`src/rtl/time_set_sequencer.sv`:
```
// -----------------------------------------------------------------------------
// time_set_sequencer
// Time-setting mode controller for the digital clock. A Set press steps the
// mode RUN -> SET_HOUR -> SET_MIN -> RUN. The controller gates the
// hour/minute/second counter enables and turns a held Up button into increment
// pulses with auto-repeat. It also drives the display blink and dot enables.
// An inactivity timeout drops back to RUN.
//
// Ports
//   i_Clock                  system clock
//   i_Reset_n                asynchronous active-low reset
//   i_Enable_1Hz             one-cycle 1 Hz tick (timeout timebase only)
//   i_Press_Set              one-cycle Set pulse
//   i_Up_Held                debounced Up level
//   o_Counters_Reset         one-cycle clear of the seconds counter (SET_MIN -> RUN)
//   o_Enable_Increment       one-cycle increment pulse to the selected counter
//   o_Enable_Count           counter enables {hour, min, sec}
//   o_Display_Enable_Digits  blink enables {hour pair, minute pair}
//   o_Display_Enable_Dot     colon/dot enable
//   o_Mode                   00 RUN, 01 SET_HOUR, 10 SET_MIN
// -----------------------------------------------------------------------------
module time_set_sequencer #(
   parameter int CLK_FREQ_HZ     = 32768,
   parameter int REPEAT_DELAY_MS = 500,
   parameter int REPEAT_RATE_MS  = 150,
   parameter int TIMEOUT_S       = 10
) (
   input  logic       i_Clock,
   input  logic       i_Reset_n,
   input  logic       i_Enable_1Hz,
   input  logic       i_Press_Set,
   input  logic       i_Up_Held,
   output logic       o_Counters_Reset,
   output logic       o_Enable_Increment,
   output logic [2:0] o_Enable_Count,
   output logic [1:0] o_Display_Enable_Digits,
   output logic       o_Display_Enable_Dot,
   output logic [1:0] o_Mode
);

   localparam int DELAY_CYC = CLK_FREQ_HZ * REPEAT_DELAY_MS / 1000;
   localparam int RATE_CYC  = CLK_FREQ_HZ * REPEAT_RATE_MS / 1000;
   localparam int RPT_MAX   = (DELAY_CYC > RATE_CYC) ? DELAY_CYC : RATE_CYC;
   localparam int RW        = $clog2(RPT_MAX);
   localparam int TW        = $clog2(TIMEOUT_S + 1);

   localparam logic [RW-1:0] DELAY_LAST = RW'(DELAY_CYC - 1);
   localparam logic [RW-1:0] RATE_LAST  = RW'(RATE_CYC - 1);
   localparam logic [TW-1:0] TMO_LAST   = TW'(TIMEOUT_S - 1);

   typedef enum logic [1:0] {
      ST_RUN      = 2'b00,
      ST_SET_HOUR = 2'b01,
      ST_SET_MIN  = 2'b10
   } state_t;

   state_t          state_r;
   state_t          state_nx_s;
   logic            crst_nx_s;
   logic [2:0]      cnt_en_nx_s;
   logic [1:0]      digits_nx_s;
   logic            dot_nx_s;
   logic            up_d_r;
   logic            up_rise_s;
   logic [TW-1:0]   tmo_r;
   logic            tmo_hit_s;
   logic [RW-1:0]   rpt_cnt_r;
   logic            rpt_phase_r;   // 0: waiting initial delay, 1: steady repeat rate
   logic            rpt_armed_r;   // current Up hold started with a valid edge in a SET state
   logic            rpt_expire_s;
   logic            inc_r;
   logic            crst_r;
   logic [2:0]      cnt_en_r;
   logic [1:0]      digits_r;
   logic            dot_r;

   assign up_rise_s    = i_Up_Held & ~up_d_r;
   // The count "reaches" TIMEOUT_S on the tick that would take it there, so the
   // mode drops to RUN one cycle after that tick.
   assign tmo_hit_s    = (state_r != ST_RUN) & i_Enable_1Hz & ~i_Up_Held & (tmo_r == TMO_LAST);
   assign rpt_expire_s = rpt_phase_r ? (rpt_cnt_r == RATE_LAST) : (rpt_cnt_r == DELAY_LAST);

   // Mode state register.
   always_ff @(posedge i_Clock or negedge i_Reset_n) begin
      if (!i_Reset_n) begin
         state_r <= ST_RUN;
      end else begin
         state_r <= state_nx_s;
      end
   end

   // Next mode: Set has priority over the inactivity timeout.
   always_comb begin
      state_nx_s = state_r;
      crst_nx_s  = 1'b0;
      case (state_r)
         ST_RUN: begin
            if (i_Press_Set) state_nx_s = ST_SET_HOUR;
            else             state_nx_s = ST_RUN;
         end
         ST_SET_HOUR: begin
            if (i_Press_Set)    state_nx_s = ST_SET_MIN;
            else if (tmo_hit_s) state_nx_s = ST_RUN;
            else                state_nx_s = ST_SET_HOUR;
         end
         ST_SET_MIN: begin
            if (i_Press_Set) begin
               state_nx_s = ST_RUN;
               crst_nx_s  = 1'b1;
            end else if (tmo_hit_s) begin
               state_nx_s = ST_RUN;
            end else begin
               state_nx_s = ST_SET_MIN;
            end
         end
         default: state_nx_s = ST_RUN;
      endcase
   end

   // Enable/blink decode of the upcoming mode so the registered copies line up with o_Mode.
   always_comb begin
      cnt_en_nx_s = 3'b001;
      digits_nx_s = 2'b00;
      dot_nx_s    = 1'b1;
      case (state_nx_s)
         ST_RUN:      begin cnt_en_nx_s = 3'b001; digits_nx_s = 2'b00; dot_nx_s = 1'b1; end
         ST_SET_HOUR: begin cnt_en_nx_s = 3'b100; digits_nx_s = 2'b10; dot_nx_s = 1'b0; end
         ST_SET_MIN:  begin cnt_en_nx_s = 3'b010; digits_nx_s = 2'b01; dot_nx_s = 1'b0; end
         default:     begin cnt_en_nx_s = 3'b001; digits_nx_s = 2'b00; dot_nx_s = 1'b1; end
      endcase
   end

   // Registered display/enable outputs and the seconds-clear pulse.
   always_ff @(posedge i_Clock or negedge i_Reset_n) begin
      if (!i_Reset_n) begin
         cnt_en_r <= 3'b001;
         digits_r <= 2'b00;
         dot_r    <= 1'b1;
         crst_r   <= 1'b0;
      end else begin
         cnt_en_r <= cnt_en_nx_s;
         digits_r <= digits_nx_s;
         dot_r    <= dot_nx_s;
         crst_r   <= crst_nx_s;
      end
   end

   // Up level history for edge detection.
   always_ff @(posedge i_Clock or negedge i_Reset_n) begin
      if (!i_Reset_n) begin
         up_d_r <= 1'b0;
      end else begin
         up_d_r <= i_Up_Held;
      end
   end

   // Inactivity timer: counts 1 Hz ticks in SET modes. Any Set or held Up keeps it at zero.
   // Every entry into a SET mode comes from a Set press, so this also clears it on entry.
   always_ff @(posedge i_Clock or negedge i_Reset_n) begin
      if (!i_Reset_n) begin
         tmo_r <= {TW{1'b0}};
      end else if ((state_r == ST_RUN) || i_Press_Set || i_Up_Held || tmo_hit_s) begin
         tmo_r <= {TW{1'b0}};
      end else if (i_Enable_1Hz) begin
         tmo_r <= tmo_r + TW'(1);
      end else begin
         tmo_r <= tmo_r;
      end
   end

   // Auto-repeat: edge pulse, then one pulse after DELAY_CYC, then one every RATE_CYC.
   // A Set press disarms the hold, so a button still held into the new mode stays silent.
   always_ff @(posedge i_Clock or negedge i_Reset_n) begin
      if (!i_Reset_n) begin
         rpt_cnt_r   <= {RW{1'b0}};
         rpt_phase_r <= 1'b0;
         rpt_armed_r <= 1'b0;
         inc_r       <= 1'b0;
      end else if ((state_r == ST_RUN) || i_Press_Set || !i_Up_Held) begin
         rpt_cnt_r   <= {RW{1'b0}};
         rpt_phase_r <= 1'b0;
         rpt_armed_r <= 1'b0;
         inc_r       <= 1'b0;
      end else if (up_rise_s) begin
         rpt_cnt_r   <= {RW{1'b0}};
         rpt_phase_r <= 1'b0;
         rpt_armed_r <= 1'b1;
         inc_r       <= 1'b1;
      end else if (rpt_armed_r && rpt_expire_s) begin
         rpt_cnt_r   <= {RW{1'b0}};
         rpt_phase_r <= 1'b1;
         rpt_armed_r <= 1'b1;
         inc_r       <= 1'b1;
      end else if (rpt_armed_r) begin
         rpt_cnt_r   <= rpt_cnt_r + RW'(1);
         rpt_phase_r <= rpt_phase_r;
         rpt_armed_r <= 1'b1;
         inc_r       <= 1'b0;
      end else begin
         rpt_cnt_r   <= {RW{1'b0}};
         rpt_phase_r <= 1'b0;
         rpt_armed_r <= 1'b0;
         inc_r       <= 1'b0;
      end
   end

   assign o_Mode                  = state_r;
   assign o_Enable_Count          = cnt_en_r;
   assign o_Display_Enable_Digits = digits_r;
   assign o_Display_Enable_Dot    = dot_r;
   assign o_Enable_Increment      = inc_r;
   assign o_Counters_Reset        = crst_r;

endmodule

```
`config.mk`:
```
export PLATFORM = sky130hd
export DESIGN_NAME = time_set_sequencer
export DESIGN_NICKNAME = d
export VERILOG_FILES = /design/src/rtl/time_set_sequencer.sv
export SDC_FILE = /design/constraint.sdc
export NUM_CORES = 1
export LEC_CHECK = 0
export CORE_MARGIN = 2
export CORE_UTILIZATION = 30
export CTS_BUF_LIST = sky130_fd_sc_hd__clkbuf_4 sky130_fd_sc_hd__clkbuf_8
export DETAILED_ROUTE_END_ITERATION = 16
export PLACE_DENSITY = 0.5
export SETUP_SLACK_MARGIN = 0.1
export SLEW_MARGIN = 20
export SYNTH_ARGS = -nofsm -noshare
export SYNTH_HDL_FRONTEND = slang
export SYNTH_SLANG_ARGS = --single-unit
```
`constraint.sdc`:
```
create_clock -name i_Clock -period 3.7 [get_ports i_Clock]
set_input_delay 0.74 -clock i_Clock [delete_from_list [all_inputs] [get_ports i_Clock]]
set_output_delay 0.74 -clock i_Clock [all_outputs]
set_load 0.02 [all_outputs]
```
==> results, run 1 <==
- The run finished with clean final reports.
- Leaving out fill and tap cells, the most frequent cell in the layout is dfrtp_1.
- The synthesized cell area is 0.00136 mm2.
- Among cell families on the critical path, the largest total delay comes from buffers and inverters.
- The worst reg-to-reg setup slack is 1.55 ns.
- The synthesized netlist net count is 137.
- The global-route wire length before repair is 4290 um.
- The startpoint type of the worst setup path is an input port.
- The x dimension of the die is 71.4 um.
- The total grt overflow is 0.
- The worst hold path terminates at rpt_armed_r.
- For this run, the total global-route usage over all layers was measured as 0.106.
- The H-tree level count is 1.
- The post-route cell area is 0.00159 mm2.
- The fraction of final layout cells sized beyond drive strength 1 is 0.0851.
- The mean number of vias per cell is 4.77.
- Detailed placement finished with a half-perimeter wire length of 1730 um.
- Setup slack on the critical path of the routed design comes to 1.52 ns.
- The final critical delay including setup and external delays is 2.18 ns.
- The die boundary height is 71.4 um.
- The number of search-and-repair iterations in the first detailed-routing pass is 4.
- The maximum clock rate is 459 MHz.
- STA classifies the critical path endpoint as a flip-flop.
- Gates resized during post-CTS repair numbered 0.
- The number of clock sinks is 28.
- Along the worst path, the maximum fanout reaches 6.
- The core area is 0.00435 mm2.
- Hold timing on the final database bottoms out at a slack of 0.468 ns.
- The synthesis-to-finish area growth is 16.6%.
- The critical path goes through clkdlybuf4s50_1, nand4b_1, o21ai_0, mux2_2, or2_2, ha_1.
- The count of standard-cell rows is 24.
- The die covers 0.00509 mm2.
- The clock latency reported for the late side of the worst-skew pair is 0.27 ns.
- The number of instances in the synthesized netlist is 127.
- The congestion estimate from routability-driven global placement came to 0.720.
- In this run the count of I/O pins placed on the die edge is 15.
- Measured in cells, the most critical reg-to-reg path has a length of 4.
- The count of final setup violators is 0.
- The register bit count reported by yosys is 28.
- The mean cell area of the mapped netlist is 10.7 um2.
- The initial utilization of the core area, before any placement, comes to 0.313.
- The worst pin sits at a relative slew slack of 0.476.
- Once the clock tree was built, the setup fixing pass inserted 0 buffers.
- The worst supply voltage drop on vdd is 0.226 mV.
- The number of synthesis warnings is 0.
- For this design, the slowest cell found on the critical path is clkdlybuf4s50_1.
- At the pin with the least slew margin, the transition time is 0.784 ns.
- The via count of the first global-routing pass is 926.
- Of the synthesized area, sequential elements account for 0.516.
- Buffers inserted to repair hold after CTS numbered 0.
- The detail route stage leaves a number of antenna-violating nets equal to 0.
- The fraction of the core area covered by cells at the end of the flow is 0.365.
- The worst register-to-register path begins at rpt_cnt_r[6].
- For the worst setup path, the data required time is 3.90 ns.
- The worst hold path begins at up_d_r.
- Data arrives at the worst endpoint at 2.38 ns.
- OpenSTA, run right after detailed placement, puts the worst setup slack at 1.23 ns.
- Counting instances, the worst hold path has a depth of 1.
- In the final routed layout, each cell accounts on average for 12.5 um.
- The placed instance area is 0.00153 mm2.
- 0 antenna diodes ended up in the layout.
- The path class of the lowest-slack min-delay path is reg2reg.
- The hold violation total from the final report is 0.
- For the final routed database, the setup TNS stands at 0 ns.
- For this design the static power due to leakage is 0.627 nW.
- The library cells used most frequently in the layout, excluding fill and tap cells, are dfrtp_1 (27), nor2_1 (19), clkdlybuf4s50_1 (14).
- The terminus of the critical flop-to-flop path is rpt_cnt_r[9].
- The worst stage delay on the critical path is 0.50 ns.
- In the finished design, the share of the clock period the worst path needs comes to 0.588.
- Entering global routing, the biggest net connects 29 pins.
- The type of the worst setup path is in2reg.
- The count of input and output buffers is 14.
- The number of buffers and inverters on the critical path is 1.
- The TritonCTS clock tree is yes.
- For this block, the initial DRC count from the detailed router was 26.
- In this run the clock root is driven by a clkbuf_8.
- The initial antenna violation count is 0.
- The total number of vias is 921.
- The number of pins with negative max-slew slack in the final report is 0.
- The clock passes through at most 2 buffers.
- For this design the ratio of total power to cell area is 430 mW/mm2.
- The count of unique library cells instantiated by Yosys is 35.
- The worst clock skew is 0.00444 ns.
- After clock tree synthesis, the clock-pin slew on the worst setup and hold paths is 0.09 ns.
- The number of maximum-capacitance violations is 0.
- Clock tree synthesis inserted a total of 3 buffers.
- Setup repair after global routing left no endpoint under its margin.
- For this run, the post-layout net count is 152.
- For this run, design rule violations remaining after detail routing come to 0.
- The number of logic stages on the critical path including buffering is 6.
- The total wire length after detailed routing is 2410 um.
==> registers in the layout, summed over array words and instances, names as in the netlist <==
| signal | cells |
|---|---|
| o_Enable_Count | 2 |
| tmo_r | 4 |
| rpt_cnt_r | 14 |
| up_d_r | 1 |
| o_Enable_Increment | 1 |
| rpt_phase_r | 1 |
| o_Display_Enable_Digits | 1 |
| rpt_armed_r | 1 |
| o_Mode | 2 |
| o_Counters_Reset | 1 |
==> metrics by stage <==
step / cells / total power [W]
6_report: 193 / 0.000683
5_1_grt: 193 / 0.000724
4_1_cts: 193 / 0.000700
3_5_place_dp: 189 / 0.000505
3_3_place_gp: 189 / 0.000501
2_1_floorplan: 127 / 0.000438
==> how the worst max path moves through the flow <==
stage,startpoint,end,slack [ns]
3_3_place_gp,i_Enable_1Hz,o_Enable_Count[0],1.27
4_1_cts,i_Enable_1Hz,o_Enable_Count[0],1.53
3_5_place_dp,i_Enable_1Hz,o_Enable_Count[0],1.23
2_1_floorplan,rpt_cnt_r[6],rpt_cnt_r[1],1.82
5_1_grt,rpt_cnt_r[6],rpt_cnt_r[9],1.43
6_report,i_Enable_1Hz,o_Enable_Count[0],1.52
==> per-layer routing <==
layer  vias to the layer above  global-route usage  part of all wire
li1                        456                   -                 -
met1                       453               0.134              0.47
met2                        10               0.182              0.50
met3                         2              0.0253             0.026
met4                         0              0.0252            0.0029
met5                         -                   0                 0
==> synth_stat cells <==
master | n | share of area
o21ba_2 | 1 | 0.0074
or4_4 | 1 | 0.0083
xnor2_1 | 10 | 0.064
nor2_1 | 19 | 0.052
nand3_1 | 7 | 0.026
ha_1 | 5 | 0.046
or2_2 | 1 | 0.0046
buf_4 | 4 | 0.022
a211oi_1 | 1 | 0.0055
nor3b_1 | 1 | 0.0055
o41ai_4 | 1 | 0.020
nor4_1 | 3 | 0.014
nand3b_1 | 1 | 0.0055
o32a_2 | 1 | 0.0083
and3_1 | 2 | 0.0092
and4_1 | 1 | 0.0064
mux2_2 | 1 | 0.0083
dfrtp_1 | 27 | 0.50
dfstp_2 | 1 | 0.019
a21oi_1 | 1 | 0.0037
a31oi_1 | 1 | 0.0046
or4_1 | 1 | 0.0055
nand4_1 | 3 | 0.014
nand2_1 | 6 | 0.017
xor2_1 | 5 | 0.032
o21ai_0 | 1 | 0.0037
o22a_1 | 1 | 0.0064
nor4b_1 | 1 | 0.0064
buf_6 | 1 | 0.0083
a21boi_1 | 2 | 0.011
and2_1 | 1 | 0.0046
nand2b_1 | 3 | 0.014
nand4b_1 | 1 | 0.0064
inv_1 | 7 | 0.019
nor3_1 | 4 | 0.015
==> kinds of logic after synthesis <==
logic type | share of synthesized area
fa+ha+maj | 0.0460
buf+inv | 0.0496
compound gates | 0.0708
simple gates | 0.213
flops | 0.516
xor+xnor | 0.0965
mux | 0.00827
==> where the power goes <==
part | switching (W) | internal (W) | total (W) | leakage (nW)
Sequential | 0.0000171 | 0.000331 | 0.000348 | 0.380
Clock | 0.0000927 | 0.0000952 | 0.000188 | 0.0288
Combinational | 0.0000749 | 0.0000727 | 0.000148 | 0.218
Total | 0.000185 | 0.000498 | 0.000683 | 0.627
==> cell type report <==
type	instances	area [um2]
Fill cell	423	2770
Sequential cell	28	702
Multi-Input combinational cell	87	592
Timing Repair Buffer	15	148
Tap cell	52	65.1
Clock buffer	4	55.1
Inverter	7	26.3
Note: power is estimated with default switching activity, not from simulation.
==> run 2, diff against run 1 <==
==> constraint.sdc (replaced) <==
create_clock -name i_Clock -period 2.2 [get_ports i_Clock]
set_input_delay 0.44 -clock i_Clock [delete_from_list [all_inputs] [get_ports i_Clock]]
set_output_delay 0.44 -clock i_Clock [all_outputs]
set_load 0.02 [all_outputs]
==> run 2 against run 1 <==
Worst hold slack improved by 0.0071 ns. Highest routed layer unchanged. Critical endpoint is now rpt_cnt_r[1]. Clock skew about the same. Clock power increased by 68%. Wire length decreased by 1.6%. Critical path depth decreased by 2. Global-route usage decreased by 0.098 points. Flip-flop and latch count unchanged. Design area increased by 2.4%.
==> results, run 2 (synthesized netlist as in run 1, its figures left out) <==
- The standard cell with the maximum stage delay on the critical path is or4_1.
- The run finished with clean final reports.
- The static leakage is 0.650 nW (+3.7%).
- The routability congestion estimate from global placement is 0.794 (+10%).
- The number of flip-flops under the largest register name came to 14 (unchanged).
- The number of clock sinks is 28 (unchanged).
- The overall die area is 0.00509 mm2 (unchanged).
- The worst stage delay on the critical path came to 0.54 ns (+0.04 ns).
- On the critical path the largest part of the delay comes from simple AND/OR/NAND/NOR gates.
- The worst hold slack after final layout is 0.476 ns (+0.00715 ns).
- The worst endpoint data arrival time came to 2.11 ns (-0.27 ns).
- The routed length per instance is 12.0 um (-4.1%).
- The overall global routing resource usage is 0.105 (-0.000981).
- The initial antenna violation count was 0 (unchanged).
- The core area is 0.00435 mm2 (unchanged).
- The hold violation total from the final report is 0 (unchanged).
- The global-route wire length before repair came to 4340 um (+1.1%).
- The worst clock skew is 0.00441 ns (-0.0000327 ns).
- The post-route cell area was 0.00163 mm2 (+2.4%).
- The count of cells resized by post-cts repair is 0 (unchanged).
- The critical path required time was 2.37 ns (-1.53 ns).
- Setup repair after global routing left no endpoint under its margin.
- STA classifies the critical path endpoint as a flip-flop.
- The post-CTS setup buffer count is 0 (unchanged).
- The count of input and output buffers is 14 (unchanged).
- In the finished design, the share of the clock period the worst path needs comes to 0.880.
- The launch instance of the worst min-delay path is up_d_r.
- The startpoint type of the worst setup path is a flip-flop.
- The end of the critical path is rpt_cnt_r[1].
- The most common cell after layout, fill and taps aside is dfrtp_1.
- The worst setup path is of the reg2reg kind.
- The die boundary height is 71.4 um (unchanged).
- The half-perimeter wire length after detailed placement is 1820 um (+5.1%).
- The largest registers in the layout are rpt_cnt_r (14), tmo_r (4).
- The actual slew at the worst max-slew pin is 0.355 ns (-0.428 ns).
- The path class of the lowest-slack min-delay path is reg2reg.
- The placed instance area is 0.00157 mm2 (+2.4%).
- The post-layout worst setup margin is 0.263 ns (-1.26 ns).
- The x dimension of the die is 71.4 um (unchanged).
- The via count of the first global-routing pass is 978 (+5.6%).
- The count of final setup violators is 0 (unchanged).
- The fraction of final layout cells sized beyond drive strength 1 is 0.116 (+0.0313).
- The number of diodes added for antenna fixing came to 0 (unchanged).
- The count of standard-cell rows is 24 (unchanged).
- The total of hold buffers inserted after clock tree synthesis is 0 (unchanged).
- The worst reg-to-reg setup slack is 0.26 ns (-1.29 ns).
- The number of buffers added by the clock tree synthesis step came to 3 (unchanged).
- The H-tree level count is 1 (unchanged).
- The number of maximum-capacitance violations is 0 (unchanged).
- The number of search-and-repair iterations in the first detailed-routing pass is 4 (unchanged).
- TritonCTS built the clock tree.
- The layout net count is 157 (+3.3%).
- The count of boundary I/O pins was 15 (unchanged).
- The final critical delay including setup and external delays is 1.94 ns.
- The worst slew margin relative to its limit came to 0.763 (+0.287).
- The largest buffer count on any clock path is 2 (unchanged).
- The total grt overflow came to 0 (unchanged).
- The total wire length after detailed routing is 2370 um (-1.6%).
- The overall power is 0.00115 W (+68%).
- The filler cell count in the final layout came to 433 (+2.4%).
- The power per unit of standard cell area is 708 mW/mm2 (+65%).
- From synthesis to final layout, the design area changed by 19.4%.
- The starting density of the core is 0.313 (unchanged).
- The cell count of the worst hold path is 1 (unchanged).
- The pin count of the biggest net entering global routing is 29 (unchanged).
- The critical path goes through or4_1, o32a_2, or4_4, and3_1.
- The number of DRC violations after detailed-routing iteration 0 is 30 (+15%).
- The number of logic stages on the critical path including buffering is 4 (-2).
- The root cell of the clock tree is clkbuf_8.
- The clock latency reported for the late side of the worst-skew pair is 0.27 ns (about the same).
- The total negative setup slack is 0 ns (unchanged).
- The number of cell instances on the worst register-to-register path is 4 (unchanged).
- The number of pins with negative max-slew slack in the final report is 0 (unchanged).
- The worst supply voltage drop on vdd is 0.519 mV (+130%).
- The worst setup path startpoint is rpt_cnt_r[7].
- The largest fanout on the critical path is 6 (unchanged).
- The CTS clock-pin slew for the worst setup and hold paths is 0.09 ns (about the same).
- The DRC violation count after routing is 0 (unchanged).
- The post-route antenna net violation count is 0 (unchanged).
- Timing would allow up to 516 MHz.
- The top cell types in the final layout, fill and taps aside, are dfrtp_1 (27), nor2_1 (19), clkdlybuf4s50_1 (14).
- The register bank with the most flops is rpt_cnt_r.
- The buffer and inverter count on the worst path was 0 (-1).
- The placement-stage worst setup slack is 0.140 ns (-1.09 ns).
- In this run the critical register-to-register path is captured at rpt_cnt_r[1].
- The mean number of vias per cell is 4.65 (-2.6%).
- The total number of vias was 920 (-0.11%).
- The worst register-to-register path begins at rpt_cnt_r[7].
## run 2: cell count changes in the layout (fill, tap and decap cells not counted)
cell   before  now
buf_4       1    6
## run 2: worst register-to-register path: stages (launching register included)
cell and delay (ns):
dfrtp_1 0.46, or4_1 0.54, o32a_2 0.22, or4_4 0.44, and3_1 0.18
## run 2: final cells by class
class	instances	area, um2	share of cell area
clock buffer	4	55.1	0.0339
inverter	7	26.3	0.0162
multi-input combinational	87	592	0.364
sequential	28	702	0.432
tap	52	65.1	0.0400
timing repair buffer	20	185	0.114
## run 2: where the power goes
part	leakage (nW)	internal [W]	switching, W
sequential	0.380	0.000556	0.0000293
combinational	0.241	0.000125	0.000126
clock	0.0288	0.000160	0.000155
total	0.650	0.000841	0.000310
## run 2: routing by layer
| metal | global-route usage | part of all wire | vias to the layer above |
|---|---|---|---|
| met5 | 0 | 0 | - |
| met4 | 0.00629 | 0.0030 | 0 |
| met3 | 0.0380 | 0.037 | 2 |
| met2 | 0.186 | 0.50 | 10 |
| met1 | 0.128 | 0.46 | 439 |
| li1 | - | - | 469 |
## run 2: through the flow
step | util | std cells
final | 0.373 | 198
after global placement | 0.361 | 194
after detailed placement | 0.361 | 194
after CTS | 0.373 | 198
after global routing | 0.373 | 198
after floorplan | - | 127
## run 2: how the worst min path moves through the flow
stage,slack (ns),end
after floorplan,0.14,o_Counters_Reset
after detailed placement,0.47,rpt_armed_r
after global routing,0.53,rpt_armed_r
after CTS,0.48,rpt_armed_r
after global placement,0.45,rpt_armed_r
final,0.48,rpt_armed_r
==> run 3, diff against run 2 <==
--- a/config.mk
+++ b/config.mk
@@ -5,10 +5,10 @@
 export SDC_FILE = /design/constraint.sdc
 export NUM_CORES = 1
 export LEC_CHECK = 0
-export CORE_MARGIN = 2
 export CORE_UTILIZATION = 30
 export CTS_BUF_LIST = sky130_fd_sc_hd__clkbuf_4 sky130_fd_sc_hd__clkbuf_8
 export DETAILED_ROUTE_END_ITERATION = 16
+export MAX_ROUTING_LAYER = met4
 export PLACE_DENSITY = 0.5
 export SETUP_SLACK_MARGIN = 0.1
 export SLEW_MARGIN = 20
==> run 3 against run 2 <==
Global-route usage is 0.73 points higher. Non-clock buffer count is the same. Clock skew grew 0.0089 ns. Combinational power hardly changed. Sequential power about the same. Clock-buffer cell count is the same. Sequential share of layout area up 0.17 points. Die area decreased by 5.5%. Critical path type unchanged. Critical endpoint unchanged. Largest cell class unchanged.
==> results, run 3 (synthesized netlist as in run 1, its figures left out) <==
- The flow ran to the end, and the final reports show no timing, DRC or antenna violations.
- The global-route wire length before repair is 4260 um (-1.9%).
- The total of hold buffers inserted after clock tree synthesis came to 0 (unchanged).
- The placement-stage worst setup slack is 0.150 ns (+0.00999 ns).
- The TritonCTS clock tree is yes.
- The worst supply voltage drop on vdd is 0.462 mV (-11%).
- The largest buffer count on any clock path came to 2 (unchanged).
- The worst slew margin relative to its limit is 0.759 (-0.00440).
- The clock latency reported for the late side of the worst-skew pair is 0.27 ns (about the same).
- The root cell of the clock tree is clkbuf_8.
- The number of cell instances on the worst register-to-register path was 4 (unchanged).
- The met1 layer wirelength in the final routing was 1140 um (+5.4%).
- The cell count of the worst hold path is 1 (unchanged).
- The post-route antenna net violation count came to 0 (unchanged).
- The fraction of final layout cells sized beyond drive strength 1 came to 0.116 (unchanged).
- The x dimension of the die is 69.4 um (-2.8%).
- The overall power is 0.00113 W (-1.6%).
- The count of boundary I/O pins is 15 (unchanged).
- The CTS clock-pin slew for the worst setup and hold paths came to 0.10 ns (about the same).
- The count of input and output buffers was 14 (unchanged).
- The pin count of the biggest net entering global routing is 29 (unchanged).
- Leaving out fill and tap cells, the most frequent cell in the layout is dfrtp_1.
- For this design, the slowest cell found on the critical path is or4_1.
- The total negative setup slack was 0 ns (unchanged).
- The post-layout worst setup margin is 0.247 ns (-0.0157 ns).
- The total grt overflow is 0 (unchanged).
- The worst reg-to-reg setup slack is 0.25 ns (-0.02 ns).
- The register bank with the most flops is rpt_cnt_r.
- In this run the most critical hold path is launched from up_d_r.
- Walking the worst path, the cells encountered are or4_1, o32a_2, or4_4, and3_1.
- The worst stage delay on the critical path was 0.55 ns (about the same).
- In this run the critical register-to-register path is captured at rpt_cnt_r[1].
- The fraction of the core area covered by cells at the end of the flow is 0.372 (-0.00144).
- The mean number of vias per cell is 4.70 (+1.2%).
- The H-tree level count is 1 (unchanged).
- The wire length on met3 came to 80 um (-9.1%).
- The via count of the first global-routing pass is 977 (-0.10%).
- The largest fanout on the critical path is 6 (unchanged).
- The number of diodes added for antenna fixing is 0 (unchanged).
- The count of standard-cell rows is 24 (unchanged).
- The overall global routing resource usage is 0.112 (+0.00727).
- The hold path endpoint is rpt_armed_r.
- The DRC violation count after routing was 0 (unchanged).
- The worst endpoint data arrival time is 2.13 ns (+0.02 ns).
- The startpoint identified for the worst register-to-register timing path is rpt_cnt_r[7].
- The die boundary height is 69.4 um (-2.8%).
- The length of routed met2 wiring was 1220 um (+2.1%).
- The layout net count is 157 (unchanged).
- The multi-input logic area is 592 um2 (unchanged).
- The power per unit of standard cell area is 700 mW/mm2 (-1.2%).
- The static leakage is 0.648 nW (-0.40%).
- The actual slew at the worst max-slew pin is 0.360 ns (+0.00492 ns).
- The routability congestion estimate from global placement is 0.775 (-2.3%).
- The half-perimeter wire length after detailed placement is 1810 um (-0.39%).
- The maximum clock rate was 512 MHz (-0.80%).
- The number of maximum-capacitance violations is 0 (unchanged).
- The routed length per instance is 12.3 um (+3.2%).
- The number of search-and-repair iterations in the first detailed-routing pass came to 4 (unchanged).
- The sequential cell area came to 702 um2 (unchanged).
- The post-CTS setup buffer count came to 0 (unchanged).
- Setup repair after global routing left no endpoint under its margin.
- The total wire length after detailed routing is 2440 um (+3.2%).
- The number of pins with negative max-slew slack in the final report is 0 (unchanged).
- The largest registers in the layout are rpt_cnt_r (14), tmo_r (4).
- The initial antenna violation count came to 0 (unchanged).
- The core area was 0.00435 mm2 (unchanged).
- The hold violation total from the final report is 0 (unchanged).
- The filler cell count in the final layout is 426 (-1.6%).
- The worst hold slack after final layout is 0.470 ns (-0.00544 ns).
- The number of DRC violations after detailed-routing iteration 0 is 45 (+50%).
- The starting density of the core was 0.313 (unchanged).
- Grouping stages by cell kind, the critical path spends the most delay in simple AND/OR/NAND/NOR gates.
- The highest metal layer carrying signal wires in the routed design is met4.
- The number of clock sinks is 28 (unchanged).
- The buffer and inverter count on the worst path is 0 (unchanged).
- The overall die area came to 0.00481 mm2 (-5.5%).
- Leaving out fill and tap cells, the most frequent cells in the layout are dfrtp_1 (27), nor2_1 (19), clkdlybuf4s50_1 (14).
- The total number of vias is 931 (+1.2%).
- The final critical delay including setup and external delays is 1.95 ns (+0.0157 ns).
- The area growth from synthesis to layout is 18.9%.
- The setup path with the least slack is of type reg2reg.
- The critical path required time came to 2.37 ns (about the same).
- The count of final setup violators is 0 (unchanged).
- The number of flip-flops under the largest register name is 14 (unchanged).
- The worst clock skew is 0.0133 ns (+0.00894 ns).
- The path class of the lowest-slack min-delay path is reg2reg.
- The startpoint type of the worst setup path is a flip-flop.
- The count of cells resized by post-cts repair came to 0 (unchanged).
- The endpoint type of the worst setup path is a flip-flop.
- The number of buffers added by the clock tree synthesis step is 3 (unchanged).
- The fraction of the cycle the final worst path needs is 0.888 (+0.00712).
## run 3: cell counts in the layout (fill, tap and decap cells not counted)
No cell type changed its count.
## run 3: stage by stage
step                      instances  cell area [um2]
after floorplan                 127             1360
after global placement          194             1570
after detailed placement        194             1570
after CTS                       198             1620
after global routing            198             1620
final                           198             1620
## run 3: how the worst max path moves through the flow
stage | from | end | slack, ns | depth (start not counted)
finish | rpt_cnt_r[7] | rpt_cnt_r[1] | 0.25 | 4
CTS | rpt_cnt_r[7] | rpt_cnt_r[1] | 0.25 | 4
floorplan | rpt_cnt_r[6] | rpt_cnt_r[1] | 0.32 | 5
global route | rpt_cnt_r[7] | rpt_cnt_r[1] | 0.21 | 4
detailed placement | i_Press_Set | o_Enable_Count[0] | 0.15 | 6
global placement | i_Enable_1Hz | o_Enable_Count[0] | 0.19 | 6
## run 3: final cells by class
cell class,count,share of cell area
well taps,52,0.0402
multi-input cells,87,0.366
inverters,7,0.0162
flip-flops and latches,28,0.434
clock buffers,4,0.0301
repair buffers,20,0.114
## run 3: layer usage
layer / track usage / up-vias
met5: - / -
met4: 0.0204 / 0
met3: 0.0276 / 2
met2: 0.188 / 14
met1: 0.138 / 449
li1: - / 466
## run 3: report_power, final
part           internal [W]  total, W  switching, W  leakage, nW
combinational      0.000125  0.000251      0.000126        0.241
sequential         0.000556  0.000586     0.0000304        0.380
clock              0.000142  0.000295      0.000153       0.0262
